===== config.mk =====
export PLATFORM = sky130hd
export DESIGN_NAME = seq_muldiv
export DESIGN_NICKNAME = d
export VERILOG_FILES = /design/src/rtl/seq_muldiv.sv
export SDC_FILE = /design/constraint.sdc
export NUM_CORES = 1
export LEC_CHECK = 0
export BUFFER_PORTS_ARGS = -buffer_cell sky130_fd_sc_hd__buf_4
export CAP_MARGIN = 20
export CORE_MARGIN = 3
export CORE_UTILIZATION = 47
export CTS_CLUSTER_SIZE = 28
export DETAILED_ROUTE_END_ITERATION = 10
export GPL_TIMING_DRIVEN = 0
export PLACE_DENSITY = 0.67
export RECOVER_POWER = 100
export SLEW_MARGIN = 10
export SYNTH_ARGS = -nofsm -noshare
export SYNTH_HDL_FRONTEND = slang
export SYNTH_SLANG_ARGS = --single-unit

===== constraint.sdc =====
create_clock -name clk -period 2.3 [get_ports clk]
set_clock_uncertainty 0.1 [all_clocks]
set_input_delay 0.69 -clock clk [delete_from_list [all_inputs] [get_ports clk]]
set_output_delay 0.69 -clock clk [all_outputs]
set_load 0.05 [all_outputs]

===== src/rtl/seq_muldiv.sv =====
// seq_muldiv: multi-cycle multiply/divide responder.
// Shift-add multiply and restoring divide on operand magnitudes, with signs
// applied at the end. One iteration per clock, WIDTH iterations per operation.
module seq_muldiv #(
    parameter int WIDTH = 4
) (
    input  logic               clk,
    input  logic               rst,
    input  logic               start_i,
    input  logic               op_i,
    input  logic               sign_i,
    input  logic [WIDTH-1:0]   data1_i,
    input  logic [WIDTH-1:0]   data2_i,
    output logic               busy_o,
    output logic               done_o,
    output logic [2*WIDTH-1:0] result_o,
    output logic               div0_o,
    output logic               ovf_o
);

    localparam int CW = $clog2(WIDTH) + 1;
    localparam int AW = 2 * WIDTH + 1;

    typedef enum logic [2:0] {IDLE, PREP, RUN, FIX, DONE} state_t;

    state_t             state_q, state_d;
    logic [CW-1:0]      cnt_q, cnt_d;
    logic               op_q, op_d;
    logic               sign_q, sign_d;
    logic [WIDTH-1:0]   a_q, a_d;
    logic [WIDTH-1:0]   b_q, b_d;
    logic [WIDTH-1:0]   ma_q, ma_d;
    logic [WIDTH-1:0]   mb_q, mb_d;
    logic               qneg_q, qneg_d;   // quotient / product is negative
    logic               rneg_q, rneg_d;   // remainder is negative
    logic [AW-1:0]      acc_q, acc_d;
    logic [2*WIDTH-1:0] result_q, result_d;
    logic               div0_q, div0_d;
    logic               ovf_q, ovf_d;

    // Datapath helpers
    logic [WIDTH-1:0]   abs_a, abs_b;
    logic [WIDTH:0]     mul_sum;
    logic [AW-1:0]      mul_step;
    logic [AW-1:0]      div_shift;
    logic               div_ge;
    logic [WIDTH:0]     div_diff;
    logic [AW-1:0]      div_step;
    logic [2*WIDTH-1:0] prod_mag;
    logic [WIDTH-1:0]   quo_mag, rem_mag;
    logic               div_ovf;

    assign abs_a = (sign_q && a_q[WIDTH-1]) ? -a_q : a_q;
    assign abs_b = (sign_q && b_q[WIDTH-1]) ? -b_q : b_q;

    // Multiply: acc = {partial product high (W+1), multiplier low (W)}; add, then shift right.
    assign mul_sum  = acc_q[2*WIDTH:WIDTH] + {1'b0, ma_q};
    assign mul_step = acc_q[0] ? ({mul_sum, acc_q[WIDTH-1:0]} >> 1) : (acc_q >> 1);

    // Divide: acc = {partial remainder (W+1), dividend/quotient (W)}; shift left, trial subtract.
    assign div_shift = acc_q << 1;
    assign div_ge    = div_shift[2*WIDTH:WIDTH] >= {1'b0, mb_q};
    assign div_diff  = div_shift[2*WIDTH:WIDTH] - {1'b0, mb_q};
    assign div_step  = div_ge ? ({div_diff, div_shift[WIDTH-1:0]} | AW'(1)) : div_shift;

    assign prod_mag = acc_q[2*WIDTH-1:0];
    assign quo_mag  = acc_q[WIDTH-1:0];
    assign rem_mag  = acc_q[2*WIDTH-1:WIDTH];
    assign div_ovf  = sign_q && (a_q == {1'b1, {(WIDTH-1){1'b0}}}) && (b_q == '1);

    // Next-state, datapath iteration and result formation
    always_comb begin
        // NOTE: every _d defaults to its _q so no path leaves a signal unassigned (no latches).
        state_d  = state_q;
        cnt_d    = cnt_q;
        op_d     = op_q;
        sign_d   = sign_q;
        a_d      = a_q;
        b_d      = b_q;
        ma_d     = ma_q;
        mb_d     = mb_q;
        qneg_d   = qneg_q;
        rneg_d   = rneg_q;
        acc_d    = acc_q;
        result_d = result_q;
        div0_d   = div0_q;
        ovf_d    = ovf_q;

        unique case (state_q)
            IDLE: begin
                if (start_i) begin
                    op_d    = op_i;
                    sign_d  = sign_i;
                    a_d     = data1_i;
                    b_d     = data2_i;
                    state_d = PREP;
                end
            end
            PREP: begin
                ma_d    = abs_a;
                mb_d    = abs_b;
                qneg_d  = sign_q && (a_q[WIDTH-1] ^ b_q[WIDTH-1]);
                rneg_d  = sign_q && a_q[WIDTH-1];
                acc_d   = op_q ? {{(WIDTH+1){1'b0}}, abs_a} : {{(WIDTH+1){1'b0}}, abs_b};
                cnt_d   = '0;
                state_d = RUN;
            end
            RUN: begin
                acc_d = op_q ? div_step : mul_step;
                cnt_d = cnt_q + 1'b1;
                if (cnt_q == CW'(WIDTH - 1)) state_d = FIX;
            end
            FIX: begin
                if (!op_q) begin
                    result_d = qneg_q ? -prod_mag : prod_mag;
                    div0_d   = 1'b0;
                    ovf_d    = 1'b0;
                end else if (b_q == '0) begin
                    result_d = {a_q, {WIDTH{1'b1}}};
                    div0_d   = 1'b1;
                    ovf_d    = 1'b0;
                end else begin
                    result_d = {(rneg_q ? -rem_mag : rem_mag), (qneg_q ? -quo_mag : quo_mag)};
                    div0_d   = 1'b0;
                    ovf_d    = div_ovf;
                end
                state_d = DONE;
            end
            DONE:    state_d = IDLE;
            default: state_d = IDLE;
        endcase
    end

    // State and datapath registers; reset aborts any operation in flight
    always_ff @(posedge clk or posedge rst) begin
        if (rst) begin
            state_q  <= IDLE;
            cnt_q    <= '0;
            op_q     <= 1'b0;
            sign_q   <= 1'b0;
            a_q      <= '0;
            b_q      <= '0;
            ma_q     <= '0;
            mb_q     <= '0;
            qneg_q   <= 1'b0;
            rneg_q   <= 1'b0;
            acc_q    <= '0;
            result_q <= '0;
            div0_q   <= 1'b0;
            ovf_q    <= 1'b0;
        end else begin
            // NOTE: non-blocking assignments so every register samples pre-edge values.
            state_q  <= state_d;
            cnt_q    <= cnt_d;
            op_q     <= op_d;
            sign_q   <= sign_d;
            a_q      <= a_d;
            b_q      <= b_d;
            ma_q     <= ma_d;
            mb_q     <= mb_d;
            qneg_q   <= qneg_d;
            rneg_q   <= rneg_d;
            acc_q    <= acc_d;
            result_q <= result_d;
            div0_q   <= div0_d;
            ovf_q    <= ovf_d;
        end
    end

    assign busy_o   = (state_q == PREP) || (state_q == RUN) || (state_q == FIX);
    assign done_o   = (state_q == DONE);
    assign result_o = result_q;
    assign div0_o   = div0_q;
    assign ovf_o    = ovf_q;

endmodule


==> After elaboration in Yosys (flattened, before gate mapping) <==
Cells that the tools add are included.
{ "totals": {"register_bits": 45, "latch_bits": 0, "mem_bits_rw": 0, "mem_bits_ro": 0, "input_bits": 13, "wordCells": 65, "n_memories": 0} }
{ "op_classes": {"add_sub_neg": 8, "n_mul": 0, "div": 0, "order_cmp": 1, "n_eq_ne": 9, "n_shift": 0, "n_mux": 20, "bitwise_logic": 1, "n_reduce_logical": 12} }
{ "op_table": {"columns": ["operator", "n"], "rows": [
  ["$mux 8", 4],
  ["$mux 4", 5],
  ["$mux 9", 2],
  ["$pmux 9 s2", 1],
  ["$neg 4->4", 4],
  ["$pmux 3 s4", 1],
  ["$eq 3x2->1 const B", 3],
  ["$eq 4x4->1 const B", 2],
  ["$neg 8->8", 1],
  ["$mux 3", 2],
  ["$pmux 3 s2", 1],
  ["$add 5x4->5", 1],
  ["$ge 5x4->1", 1],
  ["$logic_and 1x1->1", 5],
  ["$sub 5x4->5", 1],
  ["$logic_not 4->1", 1],
  ["$mux 1", 4],
  ["$ne 2x2->1 const B", 2],
  ["$reduce_and 2->1", 2],
  ["$add 3x1->3 const B", 1],
  ["$eq 3x1->1 const B", 1],
  ["$eq 3x3->1 const B", 1],
  ["$logic_not 3->1", 1],
  ["$logic_or 1x1->1", 2],
  ["other kinds (2)", 2]
]} }

==> Depth between registers and ports, before layout <==
{ "depth": {"word_depth": 5, "mapped_depth": 8, "depth_no_buf": 8} }

==> Worst setup path before layout <==
OpenSTA, ideal clock, no wires.
{ "synth_timing": {"path_kind": "register -> output", "startpoint": "register state_q[2]", "endpoint": "output busy_o", "arrival_time_ns": 1.206, "t_required_ns": 1.510, "setup_slack_ns": 0.304, "path_stages_with_launch": 3, "path_buffers": 1, "path_cell_list": "dfrtp_1 clkbuf_1 nor2_1"} }
{ "synth_between": {"elab_chain_len": 3} }
{ "synth_rtl": {"columns": ["element", "line", "text"], "rows": [
  ["from (decl)", "26", "state_t state_q, state_d;"],
  ["from (signal assigned)", "153", "state_q <= state_d;"],
  ["$eq 3x1->1 or $eq 3x2->1 (tied branches)", "170", "assign busy_o = (state_q == PREP) || (state_q == RUN) || (state_q == FIX);"],
  ["$logic_or 1x1->1", "170", null],
  ["$logic_or 1x1->1 *", "170", null],
  ["to (decl)", "14", "output logic busy_o,"]
]} }
Every way passes the cells marked *; elsewhere a longest branch is shown, timed or not.

==> Worst setup path after layout <==
{ "layout_timing": {"startpoint": "register state_q[2]", "endpoint": "register a_q[3]"} }
{ "layout_between": {"elab_chain_len": 2} }
{ "layout_rtl": {"columns": ["element", "line", "text"], "rows": [
  ["$logic_not 3->1", "89", "unique case (state_q)"],
  ["$reduce_and 2->1 (no line)", null, null],
  ["to (signal assigned)", "141", "a_q <= '0;"],
  ["to (signal assigned)", "157", "a_q <= a_d;"],
  ["to (decl)", "30", "logic [WIDTH-1:0] a_q, a_d;"]
]} }
No other way between the ends.
A chain may end at the register's enable or synchronous reset.

==> metrics.csv <==
metric,value,unit
drcViolationCount,0,
gp_congestion,0.896,
core,5570,um^2
vdd_drop_max,0.000791,V
cts_sinks,45,
cts_buffers,5,
syn_area_per_cell,9.69,um^2
dr.pass1.iters,4,
power.leakage,1.42,nW
synthFlopType,dfrtp_1,
wl,6.10,mm
die_x,82.5,um
required,2.41,ns
tns,0,ns
hp-start,result_o[2]$_DFFE_PP0P_,
dp_cells,381,
yosys.area_share.simple,0.133,
hold_path_end,result_o[2]$_DFFE_PP0P_,
r2r_end,a_q[3]$_DFFE_PP0P_,
status,completed,
syn_inst,284,
dpl.hpwl,4.60,mm
antenna_found_initial,0,
grt_use_met1,0.271,
area_growth,11.7,%
initial_core_util,0.494,
slew_violations,0,
max_slew_margin,0.479,
synth-xor-area-share,0.0541,
cts_tree,built,
yosysUniqueCellTypes,48,
num_vias,2111,
cts.htree.levels,2,
whs,0.368,ns
final.fill_count,513,
grt_pass1_wl,10.2,mm
yosysSeqAreaShare,0.409,
ys.warnings.count,0,
ys_ff_latch,45,
hold_viol,0,
diodes,0,
grt_use_met3,0.0412,
portBuffers,24,
rr_worst_depth,4,
pre_cts_slack,0.0114,ns
synth_top_family_by_area,compound AO/OA/AOI/OAI gates,
clockBufferDepth,2,
postCtsSetupBuffers,0,
synth_edf_count,0,
cp-start-kind,flip-flop,
critPathKind,reg -> reg,
drt_iter0_drc,166,
finalCritPeriodShare,0.956,
clk_latency,0.31,ns
cp_slowest_cell,nor4b_2,
syn_nets,314,
overflow,0,
cp_cell_sequence,"clkbuf_1, nor4b_2, buf_2, mux2_2",
max_freq,455,MHz
ios,25,
grt_busiest_layer,met2,
post-route-min-period,2.20,ns
endpoint_kind,flip-flop,
ctsResizeCount,0,
finalWorstSetupSlack,0.101,ns
wl_per_cell,15.7,um
rsz0062_at_grt,no,
grtUsageTotal,0.202,
finalSetupViolCount,0,
cp_slowest_stage_delay,0.75,ns
detail_route.vias_per_cell,5.43,
clk_pin_slew,0.10,ns
cap_viol_max_count,0,
crit_arrival,2.31,ns
fp.dieH,82.5,um
synth-compound-area-share,0.156,
hold_buffers,0,
yosys.area_share.adder,0.0828,
power_per_cell_area,1570,nW/um^2
whs_path_depth,2,
syn-cell-area,2750,um^2
rows,27,
grt_use_met2,0.324,
cp_max_fo,10,
cts-root-buf,clkbuf_8,
r2r_slack,0.10,ns
drive_gt1_frac,0.158,
grt_max_degree,27,
synthArstFlopShare,1.00,
postRouteAntennaNets,0,
synth_mux_area_frac,0.107,
finalNetCount,346,
tightestPinTransition,0.779,ns
utilization,0.552,
final_cells,389,
timing.rr.start,state_q[2]$_DFFE_PP0P_,
min_path_type,reg -> reg,
die_area,6810,um^2
grt_pass1_vias,2074,
cells by family after synthesis:
logic type               after synthesis
AO/OA/AOI/OAI                         67
XOR/XNOR                              17
adder cells (fa/ha/maj)               17
buffers and inverters                 36
flip-flops                            45
multiplexers                          26
AND/OR/NAND/NOR                       76
synthesized netlist by cell type (3+ instances only):
| library cell | number | area [um^2] |
|---|---|---|
| mux2_2 | 8 | 90.1 |
| o21ai_1 | 3 | 15.0 |
| buf_2 | 7 | 35.0 |
| a21oi_1 | 8 | 40.0 |
| nand3_1 | 3 | 15.0 |
| ha_1 | 15 | 188 |
| mux2i_1 | 16 | 160 |
| a221oi_1 | 3 | 26.3 |
| o21ai_0 | 30 | 150 |
| nor2_1 | 15 | 56.3 |
| nor3_1 | 4 | 20.0 |
| nand2_1 | 39 | 146 |
| a21o_1 | 3 | 22.5 |
| o31ai_1 | 4 | 30.0 |
| xnor2_1 | 12 | 105 |
| dfrtp_1 | 45 | 1130 |
| clkbuf_1 | 6 | 22.5 |
| xor2_1 | 5 | 43.8 |
| inv_1 | 20 | 75.1 |
worst max path at each step:
stage | start | end | slack [ns]
2_1_floorplan | state_q[2]$_DFFE_PP0P_ | busy_o | 0.30
3_3_place_gp | rst | cnt_q[1]$_DFFE_PP0P_ | -0.15
3_5_place_dp | start_i | b_q[3]$_DFFE_PP0P_ | 0.01
4_1_cts | state_q[2]$_DFFE_PP0P_ | a_q[3]$_DFFE_PP0P_ | 0.11
5_1_grt | state_q[2]$_DFFE_PP0P_ | b_q[3]$_DFFE_PP0P_ | 0.01
6_report | state_q[2]$_DFFE_PP0P_ | a_q[3]$_DFFE_PP0P_ | 0.10
final cells by class:
class                      instances  area [um^2]  share of cell area
buffer                            16         80.1              0.0260
clock buffer                       5         68.8              0.0224
clock inverter                     3         22.5             0.00733
inverter                          20         75.1              0.0244
multi-input combinational        203         1470               0.478
sequential                        45         1130               0.366
tap                               72         90.1              0.0293
timing repair buffer              25          143              0.0464
power by group:
group,total (mW),internal [mW],switching (mW)
combinational,2.85,1.13,1.73
clock,0.514,0.213,0.301
sequential,1.46,1.13,0.326
total,4.82,2.47,2.35
per-stage QoR:
step | area [um^2] | total power [mW]
after detailed placement | 3040 | 4.39
after CTS | 3130 | 4.91
after floorplan | 2750 | 3.66
after global routing | 3070 | 5.26
after global placement | 3020 | 4.32
final | 3070 | 4.82
registers in the layout, summed over array words and instances, names as in the netlist, 3 cells and up:
signal / flops
state_q: 3
ma_q: 4
a_q: 4
cnt_q: 3
acc_q: 9
result_o: 8
mb_q: 4
b_q: 4
critical path, delay by kind of cell, from the launching register on:
kind	cells	cell delay, ns
multiplexers	1	0.35
AND/OR/NAND/NOR	1	0.75
flip-flops	1	0.37
buffers and inverters	2	0.53
layer usage:
metal  vias to the layer above  part of all wire  routed length (um)
li1                       1052                 -                   -
met3                         8             0.033                 202
met1                      1018              0.49                3000
met5                         -                 0                   0
met2                        33              0.46                2800
met4                         0             0.017                 104
cells in the final DEF (no fill, tap or decap), types with 4 or more instances in the layout:
cell type  count
nor2_1        15
clkbuf_8       5
buf_2          7
dfrtp_1       45
mux2_2         8
xnor2_1       12
inv_1         20
o31ai_1        4
clkbuf_1      17
xor2_1         5
mux2i_1       16
a21oi_1        8
o21ai_0       32
nand2_1       39
nor3_1         4
ha_1          15
buf_4         12
Note: power is estimated with default switching activity, not from simulation.
